--- config.mk ---
export PLATFORM = sky130hd
export DESIGN_NAME = uart_receiver
export DESIGN_NICKNAME = d
export VERILOG_FILES = /design/src/rtl/uart_receiver.sv
export SDC_FILE = /design/constraint.sdc
export NUM_CORES = 1
export LEC_CHECK = 0
export ABC_AREA = 1
export CAP_MARGIN = 20
export CORE_AREA = 2 2 80 97
export CTS_CLUSTER_SIZE = 24
export DETAILED_ROUTE_END_ITERATION = 16
export DIE_AREA = 0 0 82 99
export DONT_BUFFER_PORTS = 1
export HOLD_SLACK_MARGIN = 0.05
export PLACE_DENSITY = 0.7
export SYNTH_ARGS = -nofsm -noshare
export SYNTH_HDL_FRONTEND = slang
export SYNTH_SLANG_ARGS = --single-unit
--- constraint.sdc ---
create_clock -name clk -period 6.8 [get_ports clk]
set_input_delay 1.02 -clock clk [delete_from_list [all_inputs] [get_ports clk]]
set_output_delay 1.02 -clock clk [all_outputs]
set_load 0.005 [all_outputs]
--- src/rtl/uart_receiver.sv ---
`default_nettype none
// +----------------------------------------------------------------------+
// | uart_receiver: 8N1 UART receiver, run-time bit-period divisor,       |
// | one-entry valid/ready output buffer with framing/overrun pulses.     |
// | Revision: 1.0                                                        |
// +----------------------------------------------------------------------+
module uart_receiver #(
  parameter int DIV_W = 16
) (
  input  logic             clk,
  input  logic             reset,
  input  logic [DIV_W-1:0] div,
  input  logic             rxd,
  input  logic             rdy,
  output logic [7:0]       d,
  output logic             vld,
  output logic             ferr,
  output logic             ovr
);

  typedef enum logic [2:0] {
    S_IDLE  = 3'd0,
    S_START = 3'd1,
    S_DATA  = 3'd2,
    S_STOP  = 3'd3,
    S_BREAK = 3'd4
  } state_t;

  state_t           state_q, state_d;
  logic             sync1_q, sync1_d;
  logic             rxs_q, rxs_d;
  logic [DIV_W-1:0] t_q, t_d;
  logic [DIV_W-1:0] cnt_q, cnt_d;
  logic [3:0]       bcnt_q, bcnt_d;
  logic [7:0]       sh_q, sh_d;
  logic [7:0]       d_q, d_d;
  logic             vld_q, vld_d;
  logic             ferr_q, ferr_d;
  logic             ovr_q, ovr_d;

  logic [DIV_W-1:0] half_m1;
  logic [DIV_W-1:0] last;

  always_ff @(posedge clk or negedge reset) begin
    if (!reset) begin
      state_q <= S_IDLE;
      sync1_q <= 1'b1;
      rxs_q   <= 1'b1;
      t_q     <= DIV_W'(4);
      cnt_q   <= '0;
      bcnt_q  <= 4'd0;
      sh_q    <= 8'h00;
      d_q     <= 8'h00;
      vld_q   <= 1'b0;
      ferr_q  <= 1'b0;
      ovr_q   <= 1'b0;
    end else begin
      state_q <= state_d;
      sync1_q <= sync1_d;
      rxs_q   <= rxs_d;
      t_q     <= t_d;
      cnt_q   <= cnt_d;
      bcnt_q  <= bcnt_d;
      sh_q    <= sh_d;
      d_q     <= d_d;
      vld_q   <= vld_d;
      ferr_q  <= ferr_d;
      ovr_q   <= ovr_d;
    end
  end

  always_comb begin
    state_d = state_q;
    sync1_d = rxd;
    rxs_d   = sync1_q;
    t_d     = t_q;
    cnt_d   = cnt_q;
    bcnt_d  = bcnt_q;
    sh_d    = sh_q;
    d_d     = d_q;
    vld_d   = vld_q;
    ferr_d  = 1'b0;
    ovr_d   = 1'b0;
    half_m1 = (t_q >> 1) - 1'b1;
    last    = t_q - 1'b1;

    // A handshake frees the buffer; a stop completing this cycle may refill it.
    if (vld_q && rdy) vld_d = 1'b0;

    case (state_q)
      S_IDLE: begin
        if (!rxs_q) begin
          t_d     = (div < DIV_W'(4)) ? DIV_W'(4) : div;
          cnt_d   = '0;
          bcnt_d  = 4'd0;
          state_d = S_START;
        end
      end
      S_START: begin
        if (cnt_q == half_m1) begin
          cnt_d   = '0;
          state_d = rxs_q ? S_IDLE : S_DATA;
        end else begin
          cnt_d = cnt_q + 1'b1;
        end
      end
      S_DATA: begin
        if (cnt_q == last) begin
          sh_d   = {rxs_q, sh_q[7:1]};
          cnt_d  = '0;
          bcnt_d = bcnt_q + 4'd1;
          if (bcnt_q == 4'd7) state_d = S_STOP;
        end else begin
          cnt_d = cnt_q + 1'b1;
        end
      end
      S_STOP: begin
        if (cnt_q == last) begin
          cnt_d = '0;
          if (rxs_q) begin
            if (vld_q && !rdy) begin
              ovr_d = 1'b1;
            end else begin
              d_d   = sh_q;
              vld_d = 1'b1;
            end
            state_d = S_IDLE;
          end else begin
            ferr_d  = 1'b1;
            state_d = S_BREAK;
          end
        end else begin
          cnt_d = cnt_q + 1'b1;
        end
      end
      S_BREAK: begin
        if (rxs_q) state_d = S_IDLE;
      end
      default: state_d = S_IDLE;
    endcase
  end

  assign d    = d_q;
  assign vld  = vld_q;
  assign ferr = ferr_q;
  assign ovr  = ovr_q;

endmodule
`default_nettype wire

---- Word-level counts from Yosys, hierarchy flattened ----
Cells that the tools add are included.
cells by class
  add/subtract/negate cells ............... 4
  $lt $le $gt $ge ......................... 1
  equal/unequal tests ..................... 13
  multiplexer cells ....................... 29
  bitwise logic cells ..................... 2
  reduce and logical (&&, ||, !) cells .... 13
operators by type and width
  cell                                                                            number
  16-bit two-way mux                                                              4
  16-bit case mux with 3 select lines                                             1
  16-bit equality test                                                            2
  3-bit two-way mux                                                               7
  16-bit by 1-bit adder with 16-bit output (second input constant)                1
  16-bit by 3-bit less-than comparator with 1-bit output (second input constant)  1
  15-bit by 1-bit subtractor with 16-bit output (second input constant)           1
  16-bit by 1-bit subtractor with 16-bit output (second input constant)           1
  3-bit case mux with 5 select lines                                              1
  1-bit two-way mux                                                               12
  2-bit inequality test (second input constant)                                   6
  4-bit two-way mux                                                               2
  4-bit case mux with 2 select lines                                              1
  3-bit by 2-bit equality test with 1-bit output (second input constant)          2
  2-bit AND reduction                                                             3
  6-bit AND reduction                                                             1
  4-bit by 1-bit adder with 4-bit output (second input constant)                  1
  4-bit by 3-bit equality test with 1-bit output (second input constant)          1
  4-bit AND reduction                                                             1
  3-bit by 1-bit equality test with 1-bit output (second input constant)          1
  3-bit equality test (second input constant)                                     1
  3-bit logical NOT                                                               1
  3-bit AND reduction                                                             1
  3-bit nonzero test                                                              1
  6 further kinds                                                                 8
storage, ports and cells
  register bits after elaboration ......... 60
  bits of input ports ..................... 20
  output and inout bits ................... 11

---- Longest topological paths before layout ----
  depth in word-level cells ............... 6
  gate-level depth with buffers ........... 18
  gate-level depth less buffers ........... 17

---- Worst setup path before layout ----
No wires, ideal clock.
  path kind ............................... register to register
  start ................................... reg t_q[2]
  end ..................................... reg cnt_q[15]
  library setup time ...................... 130 ps
  data arrival time ....................... 2065 ps
  setup slack ............................. 4605 ps
  stages on the path, launching flop included .. 18
  path buffers ............................ 1
  path through ............................ dfstp_2 inv_1 ha_1 nand2_1 nor2_1 nand2_1 nand2_1 nor2_1 nand2_1 nor2_1 nand2_1 nor2_2 nand3_2 nand2_4 nand2_4 buf_6 nand2_1 o21ai_0
on the way
  cells in the longest elaborated chain, start to end .. 4
ends and longest elaborated chain
  what                                                                                                            line           RTL
  from (decl)                                                                                                     32             logic [DIV_W-1:0] t_q, t_d;
  from (signal assigned)                                                                                          61             t_q <= t_d;
  16-bit by 1-bit subtractor with 16-bit output or 15-bit by 1-bit subtractor with 16-bit output (tied branches)  85, 84
  16-bit equality test, on equally long branches                                                                  108, 118, 100
  16-bit two-way mux, on equally long branches                                                                    108, 118, 100
  16-bit case mux with 3 select lines (*)                                                                         90             case (state_q)
  to (signal assigned)                                                                                            62             cnt_q <= cnt_d;
  to (decl)                                                                                                       33             logic [DIV_W-1:0] cnt_q, cnt_d;
Every way passes the cells marked *; elsewhere a longest branch is shown, timed or not.
A chain may end at the register's enable or synchronous reset.

---- Worst setup path after layout ----
  start ................................... reg t_q[1]
  end ..................................... reg bcnt_q[1]
on the way
  cells in the longest elaborated chain, start to end .. 4
ends and longest elaborated chain
  what                                           line  RTL
  16-bit by 1-bit subtractor with 16-bit output  85    last = t_q - 1'b1;
  16-bit equality test                           108   if (cnt_q == last) begin
  2-bit inequality test (no line)                -
  3-bit AND reduction (no line)                  -
  to (signal assigned)                           63    bcnt_q <= bcnt_d;
  to (decl)                                      34    logic [3:0] bcnt_q, bcnt_d;
No other way between the ends.

==> impl_metrics.env <==
export IMPL_outcome="finished clean"
export IMPL_area_growth_pct=6.01
export IMPL_relSlewSlack_pct=54.6
export IMPL_finalMaxSlewViolations=0
export IMPL_pwr_density_cell_nw_per_um2=356
export IMPL_crit_type="reg -> reg"
export IMPL_cpMostUsedCell="nand2_1"
export IMPL_final_common_cell="nand2_1"
export IMPL_top_layer="met4"
export IMPL_io_pins=31
export IMPL_pre_cts_ws_ns=4.09
export IMPL_hold_class="in -> async"
export IMPL_reg2reg_depth=14
export IMPL_cp_arrival_ns=3.04
export IMPL_cap_violations=0
export IMPL_yosysWarnings=0
export IMPL_cp_max_fo=19
export IMPL_num_vias=3452
export IMPL_die_height_um=99
export IMPL_cts_tree="built"
export IMPL_netSwitchingFraction_pct=47.4
export IMPL_die_area_um2=8120
export IMPL_finalSetupViolCount=0
export IMPL_final_cell_mix="nand2_1, inv_1, dfrtp_1"
export IMPL_r2r_slack_ns=4.06
export IMPL_cts_sinks=60
export IMPL_clkLatencyLatePin_ns=0.36
export IMPL_post_cts_buffers=0
export IMPL_p_switching_mw=0.703
export IMPL_worst_slew_pin_slew_ns=0.675
export IMPL_syn_area_per_cell_um2=6.97
export IMPL_rsz0062_at_grt="false"
export IMPL_antenna_found_initial=0
export IMPL_holdBufCountCts=0
export IMPL_drive_gt1_share_pct=8.95
export IMPL_final_setup_skew_ns=0.0142
export IMPL_instances_no_fill=660
export IMPL_antennaDiodeCount=0
export IMPL_ys_types=30
export IMPL_period_needed_ns=2.74
export IMPL_nFillCells=698
export IMPL_comb_power_share_pct=44.4
export IMPL_hpwl_mm=7.00
export IMPL_grt_pass1_wl_mm=15.8
export IMPL_finalHoldViolations=0
export IMPL_critPathCaptureType="flip-flop"
export IMPL_holdWs_ns=0.354
export IMPL_path_buf_inv=2
export IMPL_cpPeakStageDelay_ns=0.44
export IMPL_drc=0
export IMPL_timing_rr_end="bcnt_q[1]$_DFFE_PN0P_"
export IMPL_crit_family="simple AND/OR/NAND/NOR gates"
export IMPL_io_buffers=0
export IMPL_power_frac_seq_pct=35.8
export IMPL_routed_via_density=5.23
export IMPL_initial_core_util_pct=55.0
export IMPL_ir_worst_vdd_uv=247
export IMPL_crit_path_top_delay_cell="nand4_2"
export IMPL_final_setup_tns_ns=0
export IMPL_syn_nets=588
export IMPL_dp_cells=644
export IMPL_gr_usage_all_layers_pct=25.5
export IMPL_pwr_share_clk_pct=19.9
export IMPL_rows=34
export IMPL_die_w_um=82
export IMPL_crit_required_ns=7.10
export IMPL_finalCritPeriodShare_pct=40.3
export IMPL_route_met2_wl_mm=4.48
export IMPL_clkTransAtPathRegs_ns=0.08
export IMPL_cellLeakagePower_nw=2.13
export IMPL_critical_path_cell_chain="inv_1 > ha_1 > inv_1 > nor2_1 > nand2_1 > o21ai_0 > nand3_1 > nor2_1 > nand2_1 > nor2_2 > nand4_2 > nand2_1 > nand3_1 > nand2_1"
export IMPL_ant_nets=0
export IMPL_dr_pass1_iters=5
export IMPL_cts_resized=0
export IMPL_wl_met1_mm=4.00
export IMPL_core_um2=7150
export IMPL_p_int_mw=0.780
export IMPL_fmax_mhz=365
export IMPL_nNetsFinal=589
export IMPL_cts_buffers=9
export IMPL_ys_ff_latch=60
export IMPL_r2r_start="t_q[1]$_DFFE_PN0P_"
export IMPL_synth_cells=564
export IMPL_route_met3_wl_um=459
export IMPL_fin_ws_ns=4.06
export IMPL_startpoint_type="flip-flop"
export IMPL_cts_buffer_depth=2
export IMPL_seq_area_frac_synth_pct=38.3
export IMPL_gp_congestion=1.03
export IMPL_cts_max_level=3
export IMPL_grt_pass1_vias=3390
export IMPL_dr_first_iter_drc_count=197
export IMPL_cts_root_buf="clkbuf_8"
export IMPL_post_drt_wl_per_cell_um=14.0
export IMPL_grt_max_degree=61
export IMPL_overflow=0
export IMPL_syn_cell_area_um2=3930
export IMPL_wl_mm=9.24
-- cell usage after synthesis --
| cell | count | area share [%] |
|---|---|---|
| nand3_1 | 41 | 5.2 |
| buf_6 | 2 | 0.57 |
| buf_2 | 1 | 0.13 |
| o21ai_2 | 9 | 2.0 |
| nand2_1 | 189 | 18 |
| nand3b_1 | 2 | 0.38 |
| clkinv_1 | 1 | 0.095 |
| xnor2_1 | 7 | 1.6 |
| nor4_1 | 3 | 0.48 |
| nand4_2 | 1 | 0.32 |
| xor2_1 | 30 | 6.7 |
| a21oi_1 | 6 | 0.76 |
| nor2_1 | 55 | 5.2 |
| ha_1 | 4 | 1.3 |
| a211oi_1 | 1 | 0.19 |
| dfstp_2 | 3 | 2.0 |
| or2_0 | 1 | 0.16 |
| nor3_1 | 6 | 0.76 |
| nand2_2 | 3 | 0.48 |
| nand3_2 | 1 | 0.25 |
| nand2_4 | 3 | 0.86 |
| nor2_4 | 4 | 1.1 |
| nand4_1 | 9 | 1.4 |
| o21ai_0 | 31 | 3.9 |
| a22oi_1 | 1 | 0.19 |
| inv_1 | 75 | 7.2 |
| clkbuf_2 | 4 | 0.51 |
| dfrtp_1 | 57 | 36 |
| nor2_2 | 9 | 1.4 |
| clkbuf_1 | 5 | 0.48 |
-- cell families (layout without fill, tap and decap cells) --
group | count (synthesis) | in the layout | synth area share [%]
and+or+nand+nor | 327 | 327 | 36.2
DFF | 60 | 60 | 38.3
AOI/OAI and AO/OA | 48 | 48 | 7.09
buffers and inverters | 88 | 94 | 8.94
xor gates and xnor gates | 37 | 37 | 8.24
adders and majority gates | 4 | 4 | 1.27
-- layer usage --
metal | track usage (%) | up-vias
li1 | - | 1754
met1 | 32.0 | 1589
met2 | 40.7 | 85
met3 | 6.14 | 24
met4 | 12.1 | 0
met5 | 0 | -
-- worst register-to-register path, stage by stage (launching register included) --
cell     delay, ns
dfrtp_1       0.38
inv_1         0.15
ha_1          0.27
inv_1         0.08
nor2_1        0.16
nand2_1       0.11
o21ai_0       0.16
nand3_1       0.09
nor2_1        0.10
nand2_1       0.06
nor2_2        0.12
nand4_2       0.44
nand2_1       0.36
nand3_1       0.11
nand2_1       0.08
-- registers in the layout (all words and copies together) (netlist names) --
signal   flops
rxs_d        1
d            8
t_q         16
sh_q         8
ferr         1
state_q      3
cnt_q       16
vld          1
rxs_q        1
ovr          1
bcnt_q       4
-- final cells by class --
type	instances	area, um^2	share of cell area (%)
well taps	90	113	2.70
flip-flops and latches	60	1510	36.1
clock buffers	9	124	2.97
repair buffers	2	15.0	0.360
clock inverters	7	51.3	1.23
multi-input cells	416	2080	49.8
inverters	76	285	6.84
-- power groups by stage --
| stage | Combinational [mW] | Sequential [mW] | Clock (mW) |
|---|---|---|---|
| after floorplan | 0.526 | 0.502 | 0 |
| after global placement | 0.639 | 0.532 | 0 |
| after detailed placement | 0.651 | 0.534 | 0 |
| after CTS | 0.655 | 0.528 | 0.302 |
| after global routing | 0.760 | 0.541 | 0.321 |
| final | 0.658 | 0.530 | 0.295 |
-- through the flow --
| step | power, mW | cell area (um^2) | util [%] |
|---|---|---|---|
| 6_report | 1.48 | 4170 | 58.4 |
| 3_5_place_dp | 1.18 | 4000 | 55.9 |
| 5_1_grt | 1.62 | 4170 | 58.4 |
| 2_1_floorplan | 1.03 | 3930 | - |
| 4_1_cts | 1.49 | 4170 | 58.4 |
| 3_3_place_gp | 1.17 | 4000 | 55.9 |
-- worst max path at each step --
stage	startpoint	slack, ns	endpoint	cells after the start
4_1_cts	t_q[1]$_DFFE_PN0P_	4.07	bcnt_q[1]$_DFFE_PN0P_	14
3_5_place_dp	t_q[1]$_DFFE_PN0P_	4.09	bcnt_q[3]$_DFFE_PN0P_	13
3_3_place_gp	t_q[2]$_DFFE_PN1P_	4.19	bcnt_q[2]$_DFFE_PN0P_	14
6_report	t_q[1]$_DFFE_PN0P_	4.06	bcnt_q[1]$_DFFE_PN0P_	14
2_1_floorplan	t_q[2]$_DFFE_PN1P_	4.61	cnt_q[15]$_DFFE_PN0P_	17
5_1_grt	t_q[1]$_DFFE_PN0P_	3.69	bcnt_q[1]$_DFFE_PN0P_	14
Power figures use the tool's default switching activity.
